<file path="src/rtl/delta_pkg.sv">
// Shared definitions for the delta-modulation encoder/decoder pair:
// state encoding, sample width, default step and the saturating step update.
package delta_pkg;

    localparam int SAMPLE_W = 8;
    localparam logic [SAMPLE_W-1:0] DEFAULT_STEP = 8'd8;

    typedef logic signed [SAMPLE_W-1:0] sample_t;

    typedef enum logic [1:0] {
        ST_IDLE    = 2'd0,
        ST_COLLECT = 2'd1,
        ST_HOLD    = 2'd2
    } state_t;

    // One extra bit of headroom holds approx +/- step (step <= 127) without wrap.
    function automatic sample_t sat_step(input sample_t a, input logic up,
                                         input logic [SAMPLE_W-1:0] step);
        logic signed [SAMPLE_W:0] w_a;
        logic signed [SAMPLE_W:0] w_d;
        logic signed [SAMPLE_W:0] w_s;
        w_a = {a[SAMPLE_W-1], a};
        w_d = $signed({1'b0, step});
        w_s = up ? (w_a + w_d) : (w_a - w_d);
        if (w_s > 9'sh07F) begin
            return 8'sh7F;
        end else if (w_s < 9'sh180) begin
            return 8'sh80;
        end
        return w_s[SAMPLE_W-1:0];
    endfunction

endpackage

</file>
<file path="src/rtl/delta_encode_if.sv">
// Sample-in / code-out bus of the delta encoder, plus the FSM state for observation.
interface delta_encode_if;
    import delta_pkg::*;

    // Both channels use valid/ready: a transfer happens on a rising edge where
    // valid and ready are both 1; the source holds data stable while valid is 1
    // and not yet taken, and valid never waits on ready.
    sample_t             sample;
    logic                sample_valid;
    logic                sample_ready;
    logic [0:SAMPLE_W-1] encode;
    logic                code_valid;
    logic                code_ready;
    sample_t             approx;
    state_t              state;

    modport master (
        output sample, sample_valid, code_ready,
        input  sample_ready, encode, code_valid, approx, state
    );

    modport slave (
        input  sample, sample_valid, code_ready,
        output sample_ready, encode, code_valid, approx, state
    );

endinterface

</file>
<file path="src/rtl/delta_step.sv">
// Combinational core of one delta step: compare the sample against the running
// approximation and produce the code bit and the saturated next approximation.
module delta_step
    import delta_pkg::*;
#(
    parameter logic [SAMPLE_W-1:0] STEP = DEFAULT_STEP
) (
    input  sample_t i_sample,
    input  sample_t i_approx,
    output logic    o_bit,
    output sample_t o_approx_next
);

    // Equality steps down, so a flat input settles into an up/down toggle.
    assign o_bit         = (i_sample > i_approx);
    assign o_approx_next = sat_step(i_approx, o_bit, STEP);

endmodule

</file>
<file path="src/rtl/delta_encode.sv">
// Delta-modulation encoder: one bit per accepted sample, packed eight at a time
// into encode[0:7] (oldest bit at index 0) and held until the consumer takes it.
module delta_encode
    import delta_pkg::*;
#(
    parameter logic [SAMPLE_W-1:0] STEP = DEFAULT_STEP
) (
    input logic           CLK100MHZ,
    input logic           reset_n,
    input logic           start,
    delta_encode_if.slave enc
);

    state_t              r_state;
    state_t              w_state_next;
    logic [2:0]          r_count;
    logic [0:SAMPLE_W-1] r_shift;
    logic [0:SAMPLE_W-1] r_encode;
    sample_t             r_approx;

    logic                w_sample_ready;
    logic                w_accept;
    logic                w_last;
    logic                w_bit;
    sample_t             w_approx_next;
    logic [0:SAMPLE_W-1] w_byte;

    delta_step #(
        .STEP (STEP)
    ) u_step (
        .i_sample      (enc.sample),
        .i_approx      (r_approx),
        .o_bit         (w_bit),
        .o_approx_next (w_approx_next)
    );

    // Ready is gated by start so a sample offered during the abort cycle is not taken.
    assign w_sample_ready = (r_state == ST_COLLECT) && start;
    assign w_accept       = enc.sample_valid && w_sample_ready;
    assign w_last         = (r_count == 3'd7);

    always_comb begin
        w_byte          = r_shift;
        w_byte[r_count] = w_bit;
    end

    always_comb begin
        w_state_next = r_state;
        case (r_state)
            ST_IDLE:    if (start) w_state_next = ST_COLLECT;
            ST_COLLECT: if (w_accept && w_last) w_state_next = ST_HOLD;
            ST_HOLD:    if (enc.code_ready) w_state_next = ST_COLLECT;
            default:    w_state_next = ST_IDLE;
        endcase
        if (!start) begin
            w_state_next = ST_IDLE;
        end
    end

    always_ff @(posedge CLK100MHZ or negedge reset_n) begin
        if (!reset_n) begin
            r_state <= ST_IDLE;
        end else begin
            r_state <= w_state_next;
        end
    end

    always_ff @(posedge CLK100MHZ or negedge reset_n) begin
        if (!reset_n) begin
            r_count  <= 3'd0;
            r_shift  <= '0;
            r_encode <= '0;
            r_approx <= '0;
        end else if (!start || (r_state == ST_IDLE)) begin
            r_count  <= 3'd0;
            r_shift  <= '0;
            r_approx <= '0;
        end else if (w_accept) begin
            r_approx <= w_approx_next;
            r_count  <= r_count + 3'd1;
            if (w_last) begin
                r_encode <= w_byte;
                r_shift  <= '0;
            end else begin
                r_shift  <= w_byte;
            end
        end
    end

    assign enc.sample_ready = w_sample_ready;
    assign enc.code_valid   = (r_state == ST_HOLD);
    assign enc.encode       = r_encode;
    assign enc.approx       = r_approx;
    assign enc.state        = r_state;

endmodule

</file>
<file path="src/flat_wrapper.sv">
// flat-port wrapper written by rule: the top's interface ports become plain ports
module delta_encode_flat import delta_pkg::*;
#(
    parameter logic [SAMPLE_W-1:0] STEP = DEFAULT_STEP
)
  (CLK100MHZ, reset_n, start, enc_sample, enc_sample_valid, enc_code_ready, enc_sample_ready, enc_encode, enc_code_valid, enc_approx, enc_state);
  delta_encode_if enc_i ();
  input logic CLK100MHZ;
  input logic reset_n;
  input logic start;
  input wire logic [$bits(enc_i.sample)-1:0] enc_sample;
  input wire logic [$bits(enc_i.sample_valid)-1:0] enc_sample_valid;
  input wire logic [$bits(enc_i.code_ready)-1:0] enc_code_ready;
  output wire logic [$bits(enc_i.sample_ready)-1:0] enc_sample_ready;
  output wire logic [$bits(enc_i.encode)-1:0] enc_encode;
  output wire logic [$bits(enc_i.code_valid)-1:0] enc_code_valid;
  output wire logic [$bits(enc_i.approx)-1:0] enc_approx;
  output wire logic [$bits(enc_i.state)-1:0] enc_state;
  assign enc_i.sample = enc_sample;
  assign enc_i.sample_valid = enc_sample_valid;
  assign enc_i.code_ready = enc_code_ready;
  assign enc_sample_ready = enc_i.sample_ready;
  assign enc_encode = enc_i.encode;
  assign enc_code_valid = enc_i.code_valid;
  assign enc_approx = enc_i.approx;
  assign enc_state = enc_i.state;
  delta_encode #(.STEP(STEP)) u_core (.CLK100MHZ(CLK100MHZ), .reset_n(reset_n), .start(start), .enc(enc_i));
endmodule
</file>
<file path="config.mk">
export PLATFORM = sky130hd
export DESIGN_NAME = delta_encode_flat
export DESIGN_NICKNAME = d
export VERILOG_FILES = /design/src/rtl/delta_pkg.sv /design/src/rtl/delta_encode_if.sv /design/src/rtl/delta_step.sv /design/src/rtl/delta_encode.sv /design/src/flat_wrapper.sv
export SDC_FILE = /design/constraint.sdc
export NUM_CORES = 1
export LEC_CHECK = 0
export CAP_MARGIN = 0
export CORE_AREA = 5 5 68 64
export DETAILED_ROUTE_END_ITERATION = 6
export DIE_AREA = 0 0 73 69
export GPL_TIMING_DRIVEN = 0
export PLACE_DENSITY = 0.83
export SLEW_MARGIN = 15
export SYNTH_ARGS = -nofsm -noshare
export SYNTH_HDL_FRONTEND = slang
export SYNTH_SLANG_ARGS = --single-unit
</file>
<file path="constraint.sdc">
create_clock -name CLK100MHZ -period 7.9 [get_ports CLK100MHZ]
set_input_delay 0.79 -clock CLK100MHZ [delete_from_list [all_inputs] [get_ports CLK100MHZ]]
set_output_delay 0.79 -clock CLK100MHZ [all_outputs]
set_load 0.1 [all_outputs]
</file>
Word level (Yosys, flattened, before mapping)
Index checks and enable logic that the tools add are counted.
Word-level totals
  output and inout bits: 20
  word-level logic and storage cells: 50
  register bits: 29
  input bits: 13
Cells by class
  add/subtract/negate cells: 3
  reductions and logical operators: 10
  order comparisons: 5
  bitwise operators: 2
  equal/unequal tests: 5
  multiplexer cells: 20
Operator list (count)
  2-to-1 mux 8 bit: 8
  adder 8 x 5 -> 9 bit, second input constant: 1
  > comparator 9 x 8 -> 1 bit, second input constant: 1
  less-than comparator 9 x 8 -> 1 bit, second input constant: 1
  2-to-1 mux 9 bit: 1
  subtractor 8 x 5 -> 9 bit, second input constant: 1
  bitwise mux 8 bit: 1
  > comparator 8 bit: 1
  2-to-1 mux 2 bit: 3
  2-to-1 mux 3 bit: 2
  != test 3 bit, second input constant: 2
  case mux 2 bit (3 select lines): 1
  >= comparator 4 bit, second input constant: 1
  logical AND 1 bit: 4
  less-than comparator 4 x 1 -> 1 bit, second input constant: 1
  NOT 3 -> 4 bit: 1
  adder 3 x 1 -> 3 bit, second input constant: 1
  demux 1 bit (select 3 bit): 1
  equality test 3 bit, second input constant: 1
  2-to-1 mux 1 bit: 3
  AND reduction 3 bit: 1
  equality test 2 x 1 -> 1 bit, second input constant: 1
  equality test 2 bit, second input constant: 1
  logical NOT 2 bit: 1
  other kinds (5): 5

Depth between registers and ports, before layout
  word-level depth: 9
  gate-level depth with buffers: 14
  gate-level depth less buffers: 13

Cells and area by module
A second synthesis with hierarchy kept.
Second synthesis, totals
  cells, all modules: 171
  area, all modules: 1885.6 um^2
By module, submodules not included
  delta_encode: times used 1, cells an instance 106, area each 1371.3 um^2
  delta_step: times used 1, cells an instance 65, area each 514.2 um^2

Worst setup path after synthesis
OpenSTA, ideal clock, no wires.
  path kind: register -> register
  from: reg u_core.r_approx[1], in the netlist u_core.enc.approx[1]
  to: reg u_core.r_approx[1], in the netlist u_core.enc.approx[1]
  data required time: 7813 ps
  buffers on the path: 1
  path slack: 3840 ps
  cell stages (with the launch flop): 15
  arrival: 3973 ps
  path through: dfrtp_1 -> inv_1 -> ha_1 -> nand2_1 -> or3_1 -> o21ai_0 -> mux2_4 -> buf_6 -> inv_1 -> fa_1 -> o211ai_1 -> or4b_1 -> a21oi_2 -> a211oi_4 -> a211oi_2
On the way
  word-level cells in the longest chain between the ends: 8
  elaborated cells on any way between the ends: 12
  classes of those cells: add/sub: 2; order compare: 3; mux: 7
RTL lines
  from (decl): RTL line delta_encode.sv:19  | sample_t r_approx;
  from (signal assigned): RTL line delta_encode.sv:79  | r_approx <= w_approx_next;
  subtractor 8 x 5 -> 9 bit (tied with other cells): RTL line delta_pkg.sv:24  | w_s = up ? (w_a + w_d) : (w_a - w_d);
  2-to-1 mux 9 bit *: RTL line delta_pkg.sv:24
  less-than comparator 9 x 8 -> 1 bit: RTL line delta_pkg.sv:27  | end else if (w_s < 9'sh180) begin
  2-to-1 mux 1 bit: RTL line delta_pkg.sv:27
  2-to-1 mux 1 bit: RTL line delta_pkg.sv:25  | if (w_s > 9'sh07F) begin
  2-to-1 mux 8 bit *: RTL line delta_pkg.sv:30  | return w_s[SAMPLE_W-1:0];
  2-to-1 mux 8 bit *: RTL line delta_encode.sv:78  | end else if (w_accept) begin
  2-to-1 mux 8 bit *: RTL line delta_encode.sv:74  | end else if (!start || (r_state == ST_IDLE)) begin
Mark *: on every way between the ends. The rest lies on a longest branch, timed or not. The select of a mux whose other input is x is not followed.
A chain may end at the register's enable or synchronous reset.

Worst setup path after layout
  from: in enc_sample[7]
  to: reg u_core.r_approx[1], in the netlist u_core.enc.approx[1]
On the way
  word-level cells in the longest chain between the ends: 8
  elaborated cells on any way between the ends: 10
  classes of those cells: order compare: 3; mux: 7
RTL lines
  from (decl): RTL line flat_wrapper.sv:11  | input wire logic [$bits(enc_i.sample)-1:0] enc_sample;
  > comparator 8 bit *: RTL line delta_step.sv:15  | assign o_bit = (i_sample > i_approx);
  2-to-1 mux 9 bit *: RTL line delta_pkg.sv:24
  less-than comparator 9 x 8 -> 1 bit: RTL line delta_pkg.sv:27
  2-to-1 mux 1 bit: RTL line delta_pkg.sv:27
  2-to-1 mux 1 bit: RTL line delta_pkg.sv:25
  2-to-1 mux 8 bit *: RTL line delta_pkg.sv:30
  2-to-1 mux 8 bit *: RTL line delta_encode.sv:78
  2-to-1 mux 8 bit *: RTL line delta_encode.sv:74
Marked as above.

==> out/results.txt <==
Origin of the worst setup path - enc_sample[7]
Dpl hpwl - 3.40 mm
Sum of negative setup slack - 0 ns
XOR/XNOR Fraction of Synth Area - 0.455%
Post-Syn Area - 1930 sq um
Largest net degree at the start of global routing - 28
Critical Path Start Type - primary input
FF-to-FF Start - u_core.enc.approx[1]
Async S/R FF share, synth - 100%
CTS sink count - 27
Die Y - 69 microns
Final Wtd Congestion - 0.869
Net count, final - 281
Via Count - 1695
Synth-to-layout area growth - 21.9%
Reg area - 676 sq um
Synth area leader - dfrtp_1
Peak supply drop - 0.000122 V
Layout cells sized above 1 - 8.80%
Avg Inst Size Synth - 9.00 sq um
Final Power - 428 uW
Row Count - 21
DRC Markers - 0
Commonest cells after routing, fill and taps aside - 31 x clkdlybuf4s50_1, 27 x dfrtp_1, 18 x o31ai_1
Final Hold Vio Count - 0
Yosys warnings - 0
Reg2reg setup slack - 4.09 ns
Maxcap violations - 0
Min-Delay Path Class - register to register
Die Width - 73 microns
Synth top area share - 35.1%
Status - finished clean
Initial Utilization - 53.9%
Adder-Cell Fraction of Synth Area - 11.4%
Number of routed nets with antenna violations - 0
First-pass GRT wire length - 7.46 mm
Max Fclk - 240 MHz
Hold Buf Count CTS - 0
DR pass1 iterations - 4
Largest cells by area after synthesis - dfrtp_1 35%, ha_1 10%, o31ai_1 7.0%, a21oi_1 4.4%, o21ai_0 4.4%
Setup crit end kind - register
Io pins - 33
Pwr dens - 182 nW/um^2
GR peak layer - met2
Routed vias/inst - 5.73
Mapped Nets - 244
Max Buffers Root-to-Sink - 2
Number of enable flip-flop cells after synthesis - 0
Wire per inst - 14.9 microns
CTS resizes - 0
Initial antenna violation count - 0
Largest family of logic cells by synthesized area - compound AO/OA/AOI/OAI gates
Total grt overflow - 0
CP Data Required Time - 8.10 ns
Final Critical Period - 4.17 ns
Register area share after synthesis - 35.1%
Tcrit/Tclk final - 52.7%
Yosys reg bits - 27
Post-CTS setup buffers - 0
Met1 usage - 24.7%
Count of final max-slew check failures - 0
Clock slew at reported path FFs - 0.10 ns
CTS tree - yes
Simple-gate portion of the synthesized area - 19.5%
Worst-case clock skew - 0.00833 ns
Port Buffers - 32
WP data arrival - 4.36 ns
Total die area - 5040 sq um
Post-synth cell types - 48
Vias in the first global route - 1644
Post-synthesis mux area share - 1.30%
# diodes - 0
Slew headroom - 34.7%
Synth Flop Type - dfrtp_1
Lkg Pwr - 0.00102 uW
Final wirelength - 4.42 mm
Multi-input logic area - 1140 sq um
Post-synthesis cell count - 214
CP max FO - 14
GR Util met2 - 29.4%
Met3 Usage GRT - 3.49%
Most common cell after layout, fill and taps aside - clkdlybuf4s50_1
CTS buffer count - 3
Drt initial violations - 110
CORE AREA - 3570 sq um
Slew @ Worst Pin - 0.976 ns
Clk_lat worst skew - 0.28 ns
WS Path Type - primary input to register
Finish-stage setup viols - 0
Tot GR Track Use - 18.0%
RSZ-0062 raised after global routing - false
Fill count - 320
H-tree depth - 1
Compound-Gate Fraction of Synth Area - 26.3%
Hold slack - 0.493 ns
Hold Crit Start - u_core.enc.encode[3]
CTS root buf - clkbuf_8
-- logic make-up after synthesis --
kind of cell / Yosys count
AOI/OAI and AO/OA: 75
and+or+nand+nor: 67
DFF: 27
buffers and inverters: 25
adders and majority gates: 17
muxes: 2
xor gates and xnor gates: 1
-- per-stage QoR --
| stage | cells | setup WS, ns | util [%] | area [sq um] |
|---|---|---|---|---|
| 2_1_floorplan | 214 | 3.84 | - | 1930 |
| 3_3_place_gp | 292 | 3.56 | 64.5 | 2300 |
| 3_5_place_dp | 292 | 3.47 | 64.4 | 2300 |
| 4_1_cts | 296 | 3.74 | 65.7 | 2350 |
| 5_1_grt | 296 | 3.54 | 65.7 | 2350 |
| 6_report | 296 | 3.73 | 65.7 | 2350 |
-- routing by layer --
| layer | wire, microns | vias up |
|---|---|---|
| met5 | 0 | - |
| met3 | 178 | 4 |
| met4 | 25 | 0 |
| met2 | 2100 | 34 |
| met1 | 2110 | 804 |
| li1 | - | 853 |
-- cells in the mapped netlist, types with 2 or more instances --
| library cell | instances |
|---|---|
| dfrtp_1 | 27 |
| o31ai_1 | 18 |
| a21oi_1 | 17 |
| o21ai_0 | 17 |
| ha_1 | 16 |
| nand2_1 | 14 |
| inv_1 | 13 |
| nor2_1 | 10 |
| and3_1 | 9 |
| nor2b_1 | 9 |
| clkbuf_1 | 5 |
| buf_2 | 4 |
| nand3_1 | 4 |
| o21a_1 | 4 |
| a21o_1 | 3 |
| nand2b_1 | 3 |
| nand3b_1 | 3 |
| a211oi_2 | 2 |
| a21boi_0 | 2 |
| and2_1 | 2 |
| buf_4 | 2 |
| nor3_1 | 2 |
| or3_1 | 2 |
| or3b_2 | 2 |
-- power breakdown --
part / leakage [uW] / switching, uW / total (uW) / internal [uW]
clock network: 0.0000217 / 46.2 / 82.1 / 35.9
logic: 0.000630 / 129 / 193 / 64.1
registers: 0.000372 / 8.64 / 153 / 144
-- path summary, 6_finish.rpt --
path                                        end  cells past startpoint
max                        u_core.enc.approx[1]                     14
min in group asynchronous  u_core.enc.encode[1]                      1
min reg2reg                u_core.enc.encode[3]                      2
max in group asynchronous  u_core.enc.approx[1]                      1
min                        u_core.enc.encode[3]                      2
max reg2reg                u_core.enc.approx[1]                     14
-- area by class of cell --
cell class              count  share of cell area, %
plain buffers              12                   2.77
clock buffers               3                   1.76
clock inverters             1                  0.320
inverters                  13                   2.08
multi-input cells         162                   48.4
flip-flops and latches     27                   28.8
well taps                  46                   2.45
repair buffers             32                   13.4
-- sequential cells by signal, indices dropped and copies added, names as in the netlist --
name and flops:
u_core.enc.state 2, u_core.enc.encode 8, u_core.r_count 3, u_core.enc.approx 6, u_core.r_shift 8
-- critical path, cell delays in order --
cell and delay [ns]:
clkdlybuf4s50_1 0.40, ha_1 0.33, nand4_1 0.15, or3_1 0.40
o21ai_0 0.11, mux2_4 0.26, buf_6 0.19, inv_1 0.07
fa_1 0.51, o211ai_1 0.09, or4b_1 0.56, a21oi_2 0.18
a211oi_4 0.08, a211oi_2 0.23
Power figures use the tool's default switching activity.
